### src/rtl/smpc_pad_port_seq.sv
// rtl/smpc_pad_port_seq.sv - SMPC controller-port read sequencer
// Probes TH/TR, classifies the peripheral from the MD ID nibble and streams ID and payload bytes.
module smpc_pad_port_seq #(
  parameter int SETTLE    = 4,
  parameter int TIMEOUT   = 255,
  parameter int MAX_BYTES = 15
) (
  input  logic       CLK,
  input  logic       RST_N,
  input  logic       CE,
  input  logic       START,
  output logic [6:0] PDRO,
  output logic [6:0] DDR,
  input  logic [6:0] PDRI,
  output logic       BUSY,
  output logic       DONE,
  output logic       ERR,
  output logic [7:0] ID,
  output logic [4:0] LEN,
  output logic       DATA_WE,
  output logic [3:0] DATA_ADDR,
  output logic [7:0] DATA
);
  localparam int CW = 8;

  typedef enum logic [2:0] {
    S_IDLE, S_PROBE_HI, S_PROBE_LO, S_DIG_00, S_DIG_10, S_DIG_WR, S_HS_WAIT, S_FINISH
  } state_t;

  state_t        state_q;
  logic [CW-1:0] cnt_q;
  logic [1:0]    thtr_q;
  logic          busy_q, done_q, err_q, we_q;
  logic [7:0]    id_q, data_q;
  logic [4:0]    len_q;
  logic [3:0]    addr_q, a_q, b_q, n00_q, hi_q, bytes_q;
  logic [1:0]    stage_q;

  logic [3:0] nib_d, md_id_d, count_d;
  logic [7:0] hs_id_d;
  logic [4:0] len_inc_d;
  logic       settled_d, timeout_d, tl_match_d, unused_d;

  assign nib_d      = PDRI[3:0];
  assign settled_d  = (cnt_q == CW'(SETTLE - 1));
  assign timeout_d  = (cnt_q == CW'(TIMEOUT - 1));
  assign tl_match_d = (PDRI[4] == thtr_q[0]);
  assign md_id_d    = {a_q[3] | a_q[2], a_q[1] | a_q[0], nib_d[3] | nib_d[2], nib_d[1] | nib_d[0]};
  assign hs_id_d    = {hi_q, nib_d};
  assign len_inc_d  = len_q + 5'd1;
  assign unused_d   = ^PDRI[6:5];

  // A 0xFF handshake ID is a mouse, which always returns three bytes.
  always_comb begin
    count_d = nib_d;
    if (hs_id_d == 8'hFF)              count_d = 4'd3;
    else if (int'(nib_d) > MAX_BYTES)  count_d = 4'(MAX_BYTES);
  end

  always_ff @(posedge CLK or negedge RST_N) begin
    if (!RST_N) begin
      state_q <= S_IDLE;
      cnt_q   <= '0;
      thtr_q  <= 2'b11;
      busy_q  <= 1'b0;
      done_q  <= 1'b0;
      err_q   <= 1'b0;
      we_q    <= 1'b0;
      id_q    <= 8'hFF;
      data_q  <= 8'h00;
      len_q   <= 5'd0;
      addr_q  <= 4'd0;
      a_q     <= 4'd0;
      b_q     <= 4'd0;
      n00_q   <= 4'd0;
      hi_q    <= 4'd0;
      bytes_q <= 4'd0;
      stage_q <= 2'd0;
    end else begin
      done_q <= 1'b0;
      we_q   <= 1'b0;
      if (CE) begin
        case (state_q)
          S_IDLE: if (START) begin
            busy_q  <= 1'b1;
            err_q   <= 1'b0;
            len_q   <= 5'd0;
            id_q    <= 8'hFF;
            cnt_q   <= '0;
            state_q <= S_PROBE_HI;
          end
          S_PROBE_HI: if (settled_d) begin
            a_q     <= nib_d;
            thtr_q  <= 2'b01;
            cnt_q   <= '0;
            state_q <= S_PROBE_LO;
          end else cnt_q <= cnt_q + 1'b1;
          S_PROBE_LO: if (settled_d) begin
            b_q   <= nib_d;
            cnt_q <= '0;
            case (md_id_d)
              4'hB: begin
                thtr_q  <= 2'b00;
                state_q <= S_DIG_00;
              end
              4'h3, 4'h5: begin
                thtr_q  <= 2'b00;
                stage_q <= 2'd0;
                state_q <= S_HS_WAIT;
              end
              default: begin
                id_q    <= (md_id_d == 4'hA) ? 8'h0A : 8'hFF;
                thtr_q  <= 2'b11;
                state_q <= S_FINISH;
              end
            endcase
          end else cnt_q <= cnt_q + 1'b1;
          S_DIG_00: if (settled_d) begin
            n00_q   <= nib_d;
            thtr_q  <= 2'b10;
            cnt_q   <= '0;
            state_q <= S_DIG_10;
          end else cnt_q <= cnt_q + 1'b1;
          S_DIG_10: if (settled_d) begin
            we_q    <= 1'b1;
            data_q  <= {b_q, nib_d};
            addr_q  <= 4'd0;
            len_q   <= 5'd1;
            state_q <= S_DIG_WR;
          end else cnt_q <= cnt_q + 1'b1;
          S_DIG_WR: begin
            we_q    <= 1'b1;
            data_q  <= {n00_q, a_q};
            addr_q  <= 4'd1;
            len_q   <= 5'd2;
            id_q    <= 8'h02;
            thtr_q  <= 2'b11;
            cnt_q   <= '0;
            state_q <= S_FINISH;
          end
          // stage: 0 ID high, 1 ID low, 2 payload high, 3 payload low
          S_HS_WAIT: if (tl_match_d) begin
            cnt_q     <= '0;
            thtr_q[0] <= ~thtr_q[0];
            case (stage_q)
              2'd0: begin
                hi_q    <= nib_d;
                stage_q <= 2'd1;
              end
              2'd1: begin
                id_q    <= (hs_id_d == 8'hFF) ? 8'hE3 : hs_id_d;
                bytes_q <= count_d;
                stage_q <= 2'd2;
                if (count_d == 4'd0) begin
                  thtr_q  <= 2'b11;
                  state_q <= S_FINISH;
                end
              end
              2'd2: begin
                hi_q    <= nib_d;
                stage_q <= 2'd3;
              end
              default: begin
                we_q    <= 1'b1;
                data_q  <= {hi_q, nib_d};
                addr_q  <= len_q[3:0];
                len_q   <= len_inc_d;
                stage_q <= 2'd2;
                if (len_inc_d == {1'b0, bytes_q}) begin
                  thtr_q  <= 2'b11;
                  state_q <= S_FINISH;
                end
              end
            endcase
          end else if (timeout_d) begin
            err_q   <= 1'b1;
            id_q    <= 8'hFF;
            thtr_q  <= 2'b11;
            cnt_q   <= '0;
            state_q <= S_FINISH;
          end else cnt_q <= cnt_q + 1'b1;
          S_FINISH: if (settled_d) begin
            done_q  <= 1'b1;
            busy_q  <= 1'b0;
            state_q <= S_IDLE;
          end else cnt_q <= cnt_q + 1'b1;
          default: state_q <= S_IDLE;
        endcase
      end
    end
  end

  assign PDRO      = {thtr_q, 5'h1F};
  assign DDR       = 7'h60;
  assign BUSY      = busy_q;
  assign DONE      = done_q;
  assign ERR       = err_q;
  assign ID        = id_q;
  assign LEN       = len_q;
  assign DATA_WE   = we_q;
  assign DATA_ADDR = addr_q;
  assign DATA      = data_q;
endmodule

### config.mk
export PLATFORM = sky130hd
export DESIGN_NAME = smpc_pad_port_seq
export DESIGN_NICKNAME = d
export VERILOG_FILES = /design/src/rtl/smpc_pad_port_seq.sv
export SDC_FILE = /design/constraint.sdc
export NUM_CORES = 1
export LEC_CHECK = 0
export ABC_AREA = 0
export BUFFER_PORTS_ARGS = -buffer_cell sky130_fd_sc_hd__buf_2
export CORE_MARGIN = 2
export CORE_UTILIZATION = 30
export DETAILED_ROUTE_END_ITERATION = 6
export PLACE_DENSITY = 0.55
export SLEW_MARGIN = 15
export SYNTH_ARGS = -nofsm -noshare
export SYNTH_HDL_FRONTEND = slang
export SYNTH_SLANG_ARGS = --single-unit
### constraint.sdc
create_clock -name CLK -period 5.6 [get_ports CLK]
set_input_delay 0.28 -clock CLK [delete_from_list [all_inputs] [get_ports CLK]]
set_output_delay 0.28 -clock CLK [all_outputs]
set_load 0.02 [all_outputs]
# Word-level counts from Yosys, hierarchy flattened

Cells that the tools add are included.

Bits in registers: 64
Bits of input ports: 11
Word-level logic and storage cells: 163
Output and inout port bits: 43

Equality and inequality tests: 36
Mux-type cells: 71
$add $sub $neg: 2
Reduce and logical (&&, ||, !) cells: 31
Bitwise gates (word level): 5

Operator list:

| operator                                      | number |
|---|---|
| 8-bit 2-to-1 mux                              | 16 |
| 8-bit case mux with 5 select lines            | 1 |
| 8-bit case mux with 4 select lines            | 1 |
| 3-bit 2-to-1 mux                              | 10 |
| 2-bit inequality test (second input constant) | 12 |
| 3-bit case mux with 8 select lines            | 1 |
| 8-bit case mux with 3 select lines            | 1 |
| 2-bit 2-to-1 mux                              | 11 |
| 5-bit 2-to-1 mux                              | 4 |
| 5-bit case mux with 4 select lines            | 1 |
| 8-bit == test (second input constant)         | 2 |
| 4-bit 2-to-1 mux                              | 4 |
| 5-bit AND reduction                           | 3 |
| 3-bit == test (second input constant)         | 4 |
| 2-bit case mux with 2 select lines            | 3 |
| 3-bit case mux with 2 select lines            | 2 |
| 4-bit case mux with 3 select lines            | 1 |
| 3-bit AND reduction                           | 4 |
| 4-bit AND reduction                           | 3 |
| 6-bit AND reduction                           | 2 |
| 1-bit 2-to-1 mux                              | 11 |
| 11-bit AND reduction                          | 1 |
| 2-bit case mux with 5 select lines            | 1 |
| 9-bit AND reduction                           | 1 |
| 31 further kinds                              | 45 |

# Logic depth before layout (Yosys ltp)

Gate-level depths: netlist of the first run.

Depth in word-level cells: 7
Mapped depth: 9
Gate-level depth less buffers: 8

# Worst setup path before layout of the first run

OpenSTA, ideal clock, no wires.

Path type: reg-to-reg
Start: register cnt_q[0]
End: register cnt_q[4]
Data arrival time: 2043 ps
Slack: 3465 ps
Buffers on the path: 2
Required time: 5508 ps
Setup time: 92 ps
Cell stages (with the launch flop): 9
Period minus slack after synthesis: 2135 ps
Path through: dfrtp_1 > ha_1 > nor4b_2 > and2_4 > buf_6 > a221o_1 > or2_1 > buf_6 > o31ai_2

Word-level cells in the longest chain between the ends: 4
Elaborated cells on any way between the ends: 10
Classes of those cells: add/sub (1); eq/ne (3); mux (5); reduce/logical (1)

Ends and longest elaborated chain:

| item                                                                    | RTL line | source |
|---|---|---|
| start, declared                                                         | 31       | `logic [CW-1:0] cnt_q;` |
| start signal, assigned                                                  | 97       | `end else cnt_q <= cnt_q + 1'b1;` |
| start signal, assigned                                                  | 117      | `end else cnt_q <= cnt_q + 1'b1;` |
| start signal, assigned                                                  | 123      | `end else cnt_q <= cnt_q + 1'b1;` |
| 8-bit by 1-bit adder with 8-bit output or 8-bit == test (tied branches) | n/a      |  |
| 8-bit 2-to-1 mux                                                        | 175      | `end else if (timeout_d) begin` |
| 8-bit 2-to-1 mux                                                        | 142      | `S_HS_WAIT: if (tl_match_d) begin` |
| 8-bit case mux with 5 select lines                                      | 83       | `case (state_q)` |

Several ways; a longest one is shown, not always the timed one. The select of a mux whose other input is x is not followed.
A chain may end at the register's enable or synchronous reset.

# Worst setup path in the final report of the first run

Start: register state_q[1]
End: register cnt_q[5]

Word-level cells in the longest chain between the ends: 4
Elaborated cells on any way between the ends: 14
Classes of those cells: eq/ne (9); mux (1); reduce/logical (4)

Ends and longest elaborated chain:

| item                                   | RTL line | source |
|---|---|---|
| start, declared                        | 30       | `state_t state_q;` |
| start signal, assigned                 | 62       | `state_q <= S_IDLE;` |
| start signal, assigned                 | 90       | `state_q <= S_PROBE_HI;` |
| start signal, assigned                 | 96       | `state_q <= S_PROBE_LO;` |
| 3-bit == test                          | 83       |  |
| 2-bit OR reduction (no source line)    | n/a      |  |
| 2-bit inequality test (no source line) | n/a      |  |
| 3-bit AND reduction (no source line)   | n/a      |  |

Several ways; a longest one is shown, not always the timed one.

==> impl_metrics.env, run 1 <==
export IMPL_outcome="complete, no violations"
export IMPL_fin_crit_sh=0.514
export IMPL_synth_edff_count=0
export IMPL_vias=2781
export IMPL_route_detailed_drc=0
export IMPL_netlist_area_um2=3540
export IMPL_antenna_cells=0
export IMPL_worst_slew_pin_slew_ns=0.828
export IMPL_dr_pass1_iters=4
export IMPL_post_cts_resized_instances=0
export IMPL_yosys_area_share_xor_xnor=0.0223
export IMPL_wl_per_cell_um=15.4
export IMPL_final_setup_worst_slack_ns=2.72
export IMPL_reg2regPathDepth=5
export IMPL_drive_above_1_share=0.263
export IMPL_max_clock_freq_mhz=347
export IMPL_startpoint_type="flip-flop"
export IMPL_synth_simple_area_share=0.176
export IMPL_pin_count=54
export IMPL_final_hold_viol_count=0
export IMPL_antenna_found_initial=0
export IMPL_post_cts_buffers=0
export IMPL_clockPowerShare=0.261
export IMPL_slew_limit_headroom=0.448
export IMPL_grt_pass1_vias=2691
export IMPL_finalNetCount=401
export IMPL_cts_tree="built"
export IMPL_syn_inst=356
export IMPL_synthArstFlopShare=1.00
export IMPL_dr_first_iter_drc_count=154
export IMPL_cts_sinks=64
export IMPL_netSwitchingFraction=0.398
export IMPL_vdd_drop_max_mv=0.227
export IMPL_synth_top_family_by_area="simple AND/OR/NAND/NOR gates"
export IMPL_ys_types=62
export IMPL_cts_hold_buffers_added=0
export IMPL_dp_slack_ns=2.76
export IMPL_yosys_register_bits=64
export IMPL_p_leak_nw=1.82
export IMPL_maxCapViolCount=0
export IMPL_insertion_delay_ns=0.33
export IMPL_cp_max_fo=21
export IMPL_cts_buffer_depth=2
export IMPL_fin_setup_tns_ns=0
export IMPL_grt_ovfl_total=0
export IMPL_path_clk_slew_ns=0.06
export IMPL_switching_power_mw=0.914
export IMPL_totalWireLength_um=8250
export IMPL_cp_end_kind="flip-flop"
export IMPL_setup_viol=0
export IMPL_power_frac_seq=0.358
export IMPL_fill_cells=1155
export IMPL_yosys_warnings=0
export IMPL_p_int_mw=1.38
export IMPL_pwr_share_comb=0.381
export IMPL_fin_crit_ns=2.88
export IMPL_die_area_um2=12700
export IMPL_syn_avg_cell_area_um2=9.94
export IMPL_p_total_mw=2.29
export IMPL_coreArea_um2=11500
export IMPL_crit_required_ns=5.80
export IMPL_crit_arrival_ns=3.08
export IMPL_routabilityCongestion=0.810
export IMPL_cts_root_buf="clkbuf_16"
export IMPL_grt_setup_unrepaired="no"
export IMPL_synth_fa_ha_area_frac=0.0106
export IMPL_fin_cells=535
export IMPL_via_per_inst=5.20
export IMPL_yosys_mux_area_fraction=0.105
export IMPL_synth_ff_type="dfrtp_1"
export IMPL_drv_slew=0
export IMPL_synth_compound_area_frac=0.164
export IMPL_skew_ns=0.00365
export IMPL_path_class="reg -> reg"
export IMPL_die_w_um=113
export IMPL_pwr_density_cell_nw_per_um2=560
export IMPL_hpwl_um=5760
export IMPL_min_path_type="in -> async"
export IMPL_syn_to_final_growth_pct=15.8
export IMPL_utilization=0.357
export IMPL_grt_usage=0.138
export IMPL_dpl_cell_count=519
export IMPL_grt_pass1_wl_um=14100
export IMPL_ant_nets=0
export IMPL_grt_max_degree=65
export IMPL_die_y_um=113
export IMPL_start_util=0.308
export IMPL_synth_seq_area_share=0.456
export IMPL_htree_levels=3
export IMPL_rows=39
export IMPL_port_buffers=39
export IMPL_cts_inserted_buffers=9
-- cells in the mapped netlist (2+ instances only) --
| cell | instances | area, um2 |
|---|---|---|
| and3_1 | 2 | 12.5 |
| mux2i_1 | 10 | 100 |
| mux2_2 | 22 | 248 |
| nand2b_1 | 4 | 25.0 |
| or2_2 | 2 | 12.5 |
| xnor2_1 | 6 | 52.6 |
| o31ai_2 | 4 | 50.1 |
| o211ai_1 | 2 | 15.0 |
| buf_4 | 12 | 90.1 |
| o41ai_1 | 2 | 17.5 |
| buf_2 | 10 | 50.1 |
| o32ai_1 | 2 | 17.5 |
| nor2_1 | 31 | 116 |
| o21bai_1 | 2 | 15.0 |
| a22oi_1 | 4 | 30.0 |
| buf_6 | 2 | 22.5 |
| a21oi_1 | 19 | 95.1 |
| dfrtp_1 | 54 | 1350 |
| a31oi_1 | 10 | 62.6 |
| clkbuf_1 | 7 | 26.3 |
| or4_1 | 2 | 15.0 |
| mux2_1 | 2 | 22.5 |
| nor3b_1 | 2 | 15.0 |
| ha_1 | 3 | 37.5 |
| nor3_1 | 8 | 40.0 |
| a41oi_1 | 2 | 17.5 |
| o21ai_1 | 7 | 35.0 |
| nand4_1 | 6 | 37.5 |
| o21ai_0 | 14 | 70.1 |
| a22o_1 | 3 | 26.3 |
| conb_1 | 2 | 7.51 |
| xor2_1 | 3 | 26.3 |
| inv_1 | 9 | 33.8 |
| nand4bb_1 | 2 | 22.5 |
| nor2b_1 | 8 | 50.1 |
| nand2_1 | 26 | 97.6 |
| dfstp_2 | 10 | 263 |
| nand3_1 | 16 | 80.1 |
-- stage by stage --
stage               hold slack, ns  instance area [um2]
floorplan                  -0.0156                 3570
global placement             0.454                 3770
detailed placement           0.459                 3770
global route                 0.215                 4100
finish                       0.131                 4100
CTS                          0.169                 4100
-- state kept, by name (all words and copies together), names as in the netlist, 2 cells and up --
register   flops
DATA           8
DATA_ADDR      4
ID             8
LEN            5
a_q            4
b_q            4
bytes_q        4
cnt_q          8
hi_q           4
n00_q          4
stage_q        2
state_q        3
thtr_q         2
-- per-layer routing --
layer	track usage	up-vias	wire, um
met3	0.0378	8	486
met1	0.194	1374	3960
met4	0.0390	0	80
li1	-	1332	-
met5	0	-	0
met2	0.210	67	3730
-- power groups by stage --
stage	sequential, mW	combinational, mW	clock (mW)
6_report	0.821	0.874	0.600
3_5_place_dp	0.827	0.875	0
4_1_cts	0.821	0.881	0.615
2_1_floorplan	0.838	0.639	0
5_1_grt	0.855	0.973	0.634
3_3_place_gp	0.821	0.865	0
-- cells in the final DEF (no fill, tap or decap), types with 4 or more instances in the layout --
cell,synthesis,layout
a21oi_1,19,19
mux2i_1,10,10
nand3_1,16,16
nor2_1,31,31
nand2b_1,4,4
a31oi_1,10,10
o21ai_0,14,14
nor3_1,8,8
nand4_1,6,6
inv_1,9,9
mux2_2,22,22
buf_2,10,39
conb_1,2,12
o31ai_2,4,4
nor2b_1,8,8
dfstp_2,10,10
nand2_1,26,26
xnor2_1,6,6
dfrtp_1,54,54
o21ai_1,7,7
clkbuf_16,0,9
a22oi_1,4,4
-- worst paths after layout --
check / startpoint / end / slack [ns]
setup / recovery: state_q[1]$_DFFE_PN0P_ / cnt_q[5]$_DFFE_PN0P_ / 2.72
hold / removal: RST_N / hi_q[3]$_DFFE_PN0P_ / 0.13
setup reg to reg: state_q[1]$_DFFE_PN0P_ / cnt_q[5]$_DFFE_PN0P_ / 2.72
hold reg to reg: ID[1]$_DFFE_PN1P_ / ID[1]$_DFFE_PN1P_ / 0.47
max in group asynchronous: RST_N / LEN[0]$_DFFE_PN0P_ / 4.91
min in group CLK: START / ERR$_DFFE_PN0P_ / 0.21
-- worst max-delay path, cell delays in order, from the launching register on --
cell	delay (ns)
dfrtp_1	0.78
nor2b_1	0.43
and2_1	0.64
a221o_1	0.39
or2_1	0.40
o31ai_2	0.11
-- cells by family after synthesis --
family / after synthesis
muxes: 34
buffers and inverters: 41
AOI/OAI and AO/OA: 83
xor gates and xnor gates: 9
DFF: 64
adders and majority gates: 3
other: 2
and+or+nand+nor: 120
-- layout make-up --
class / count / area (um2) / area share
clock buffers: 10 / 229 / 0.0559
clock inverters: 6 / 92.6 / 0.0226
inverters: 10 / 37.5 / 0.00916
multi-input cells: 261 / 1730 / 0.423
flip-flops and latches: 64 / 1610 / 0.394
well taps: 143 / 179 / 0.0437
repair buffers: 41 / 210 / 0.0513
Power figures use the tool's default switching activity.
==> run 2, diff against run 1 <==
--- a/config.mk
+++ b/config.mk
@@ -10,7 +10,7 @@
 export CORE_MARGIN = 2
 export CORE_UTILIZATION = 30
 export DETAILED_ROUTE_END_ITERATION = 6
-export PLACE_DENSITY = 0.55
+export PLACE_DENSITY = 0.56
 export SLEW_MARGIN = 15
 export SYNTH_ARGS = -nofsm -noshare
 export SYNTH_HDL_FRONTEND = slang
==> constraint.sdc (replaced) <==
create_clock -name CLK -period 2.3 [get_ports CLK]
set_input_delay 0.115 -clock CLK [delete_from_list [all_inputs] [get_ports CLK]]
set_output_delay 0.115 -clock CLK [all_outputs]
set_load 0.02 [all_outputs]
==> run 2 against run 1 <==
  * Routed wire length is 4.4% higher
  * First-iteration DRC count is 12% lower
  * Final cell count is 3.6% higher
  * Die area stayed put
  * Largest power group unchanged
  * Design area is 4.1% higher
  * Via count is 1.8% higher
  * Count of clock-buffer cells in the layout stayed put
  * Critical endpoint unchanged
  * Combinational power grew to 2.8 times the previous value
  * Worst setup slack worse by 2.6 ns
  * Total power grew to 2.5 times the previous value
  * Sequential cell count stayed put
  * Non-clock buffer count is 19 higher
==> impl_metrics.env, run 2 (synthesis results as in run 1) <==
export IMPL_syn_to_final_growth_pct=20.6
export IMPL_cts_sinks=64
export IMPL_path_class="reg -> reg"
export IMPL_start_util=0.308
export IMPL_htree_levels=3
export IMPL_cp_end_kind="flip-flop"
export IMPL_crit_arrival_ns=2.40
export IMPL_skew_ns=0.00837
export IMPL_path_clk_slew_ns=0.06
export IMPL_maxCapViolCount=0
export IMPL_finalNetCount=420
export IMPL_crit_required_ns=2.54
export IMPL_drive_above_1_share=0.302
export IMPL_coreArea_um2=11500
export IMPL_fill_cells=1132
export IMPL_dr_first_iter_drc_count=135
export IMPL_reg2regPathDepth=6
export IMPL_antenna_cells=0
export IMPL_cts_tree="built"
export IMPL_slew_limit_headroom=0.453
export IMPL_grt_setup_unrepaired="no"
export IMPL_cp_max_fo=11
export IMPL_die_area_um2=12700
export IMPL_insertion_delay_ns=0.33
export IMPL_final_common_cell="dfrtp_1"
export IMPL_startpoint_type="flip-flop"
export IMPL_antenna_found_initial=0
export IMPL_r2r_end="cnt_q[5]$_DFFE_PN0P_"
export IMPL_vias=2832
export IMPL_final_hold_viol_count=0
export IMPL_p_leak_nw=1.92
export IMPL_min_path_type="in -> reg"
export IMPL_fin_setup_tns_ns=0
export IMPL_vdd_drop_max_mv=0.589
export IMPL_stdcell_area_um2=4260
export IMPL_hpwl_um=6150
export IMPL_worst_slew_pin_slew_ns=0.820
export IMPL_dr_pass1_iters=4
export IMPL_fin_crit_sh=0.940
export IMPL_rows=39
export IMPL_grt_pass1_vias=2838
export IMPL_drv_slew=0
export IMPL_endpoint="cnt_q[5]$_DFFE_PN0P_"
export IMPL_cts_root_buf="clkbuf_16"
export IMPL_max_clock_freq_mhz=463
export IMPL_outcome="complete, no violations"
export IMPL_totalWireLength_um=8620
export IMPL_pwr_density_cell_nw_per_um2=1360
export IMPL_ant_nets=0
export IMPL_pin_count=54
export IMPL_most_common_layout_cells="dfrtp_1 (53), buf_2 (39), nor2_1 (31), nand2_1 (26), mux2_2 (22)"
export IMPL_grt_pass1_wl_um=14600
export IMPL_cts_inserted_buffers=9
export IMPL_r2r_start="cnt_q[0]$_DFFE_PN0P_"
export IMPL_cts_buffer_depth=2
export IMPL_via_per_inst=5.11
export IMPL_reg2reg_slack_ns=0.14
export IMPL_port_buffers=39
export IMPL_grt_max_degree=65
export IMPL_route_detailed_drc=0
export IMPL_utilization=0.372
export IMPL_die_y_um=113
export IMPL_die_w_um=113
export IMPL_wl_per_cell_um=15.6
export IMPL_crit_path_start="cnt_q[0]$_DFFE_PN0P_"
export IMPL_grt_ovfl_total=0
export IMPL_setup_viol=0
export IMPL_routabilityCongestion=0.803
export IMPL_fin_crit_ns=2.16
export IMPL_holdWs_ns=0.0523
export IMPL_grt_usage=0.143
export IMPL_post_dp_cell_area_um2=3920
run 2: area by class of cell:
type	count	area [um2]	area share
Tap cell	143	179	0.0420
Clock inverter	6	93.8	0.0220
Sequential cell	64	1620	0.379
Timing Repair Buffer	60	368	0.0863
Multi-Input combinational cell	261	1740	0.408
Inverter	10	37.5	0.00880
Clock buffer	10	229	0.0537
run 2: critical path: stages (launching register included):
cell	delay, ns
dfrtp_1	0.41
ha_1	0.26
nor4b_2	0.18
and2_4	0.21
a221o_1	0.38
or2_1	0.37
o31ai_2	0.26
run 2: report_power, final:
part / switching [mW] / internal, mW / leakage [nW]
Sequential: 0.377 / 1.55 / 0.804
Combinational: 1.40 / 1.02 / 0.967
Clock: 0.509 / 0.954 / 0.153
run 2: metal layers:
metal,GRT usage,wire length (um)
met1,0.195,4060
met2,0.224,3990
met3,0.0394,465
met4,0.0390,103
met5,0,0
run 2: worst min path at each step:
stage	from	end	cells after the start
final	START	ERR$_DFFE_PN0P_	2
after global routing	START	ERR$_DFFE_PN0P_	2
after CTS	START	ERR$_DFFE_PN0P_	2
after detailed placement	RST_N	hi_q[1]$_DFFE_PN0P_	2
after global placement	RST_N	n00_q[2]$_DFFE_PN0P_	2
after floorplan	RST_N	BUSY$_DFFE_PN0P_	0
run 2: timing repair:
action                                  CTS  global route
endpoints found under the setup margin    0             4
hold buffers                              1             0
hold endpoints to repair                  7             0
buffers inserted                          0             0
gates resized for setup                   0             3
run 2: through the flow:
stage / power [mW] / cells / worst slack, ns
2_1_floorplan: 3.60 / 366 / 0.165
3_3_place_gp: 4.30 / 537 / 0.176
3_5_place_dp: 4.34 / 537 / 0.112
4_1_cts: 5.84 / 554 / 0.0923
5_1_grt: 6.21 / 554 / 0.00998
6_report: 5.81 / 554 / 0.138
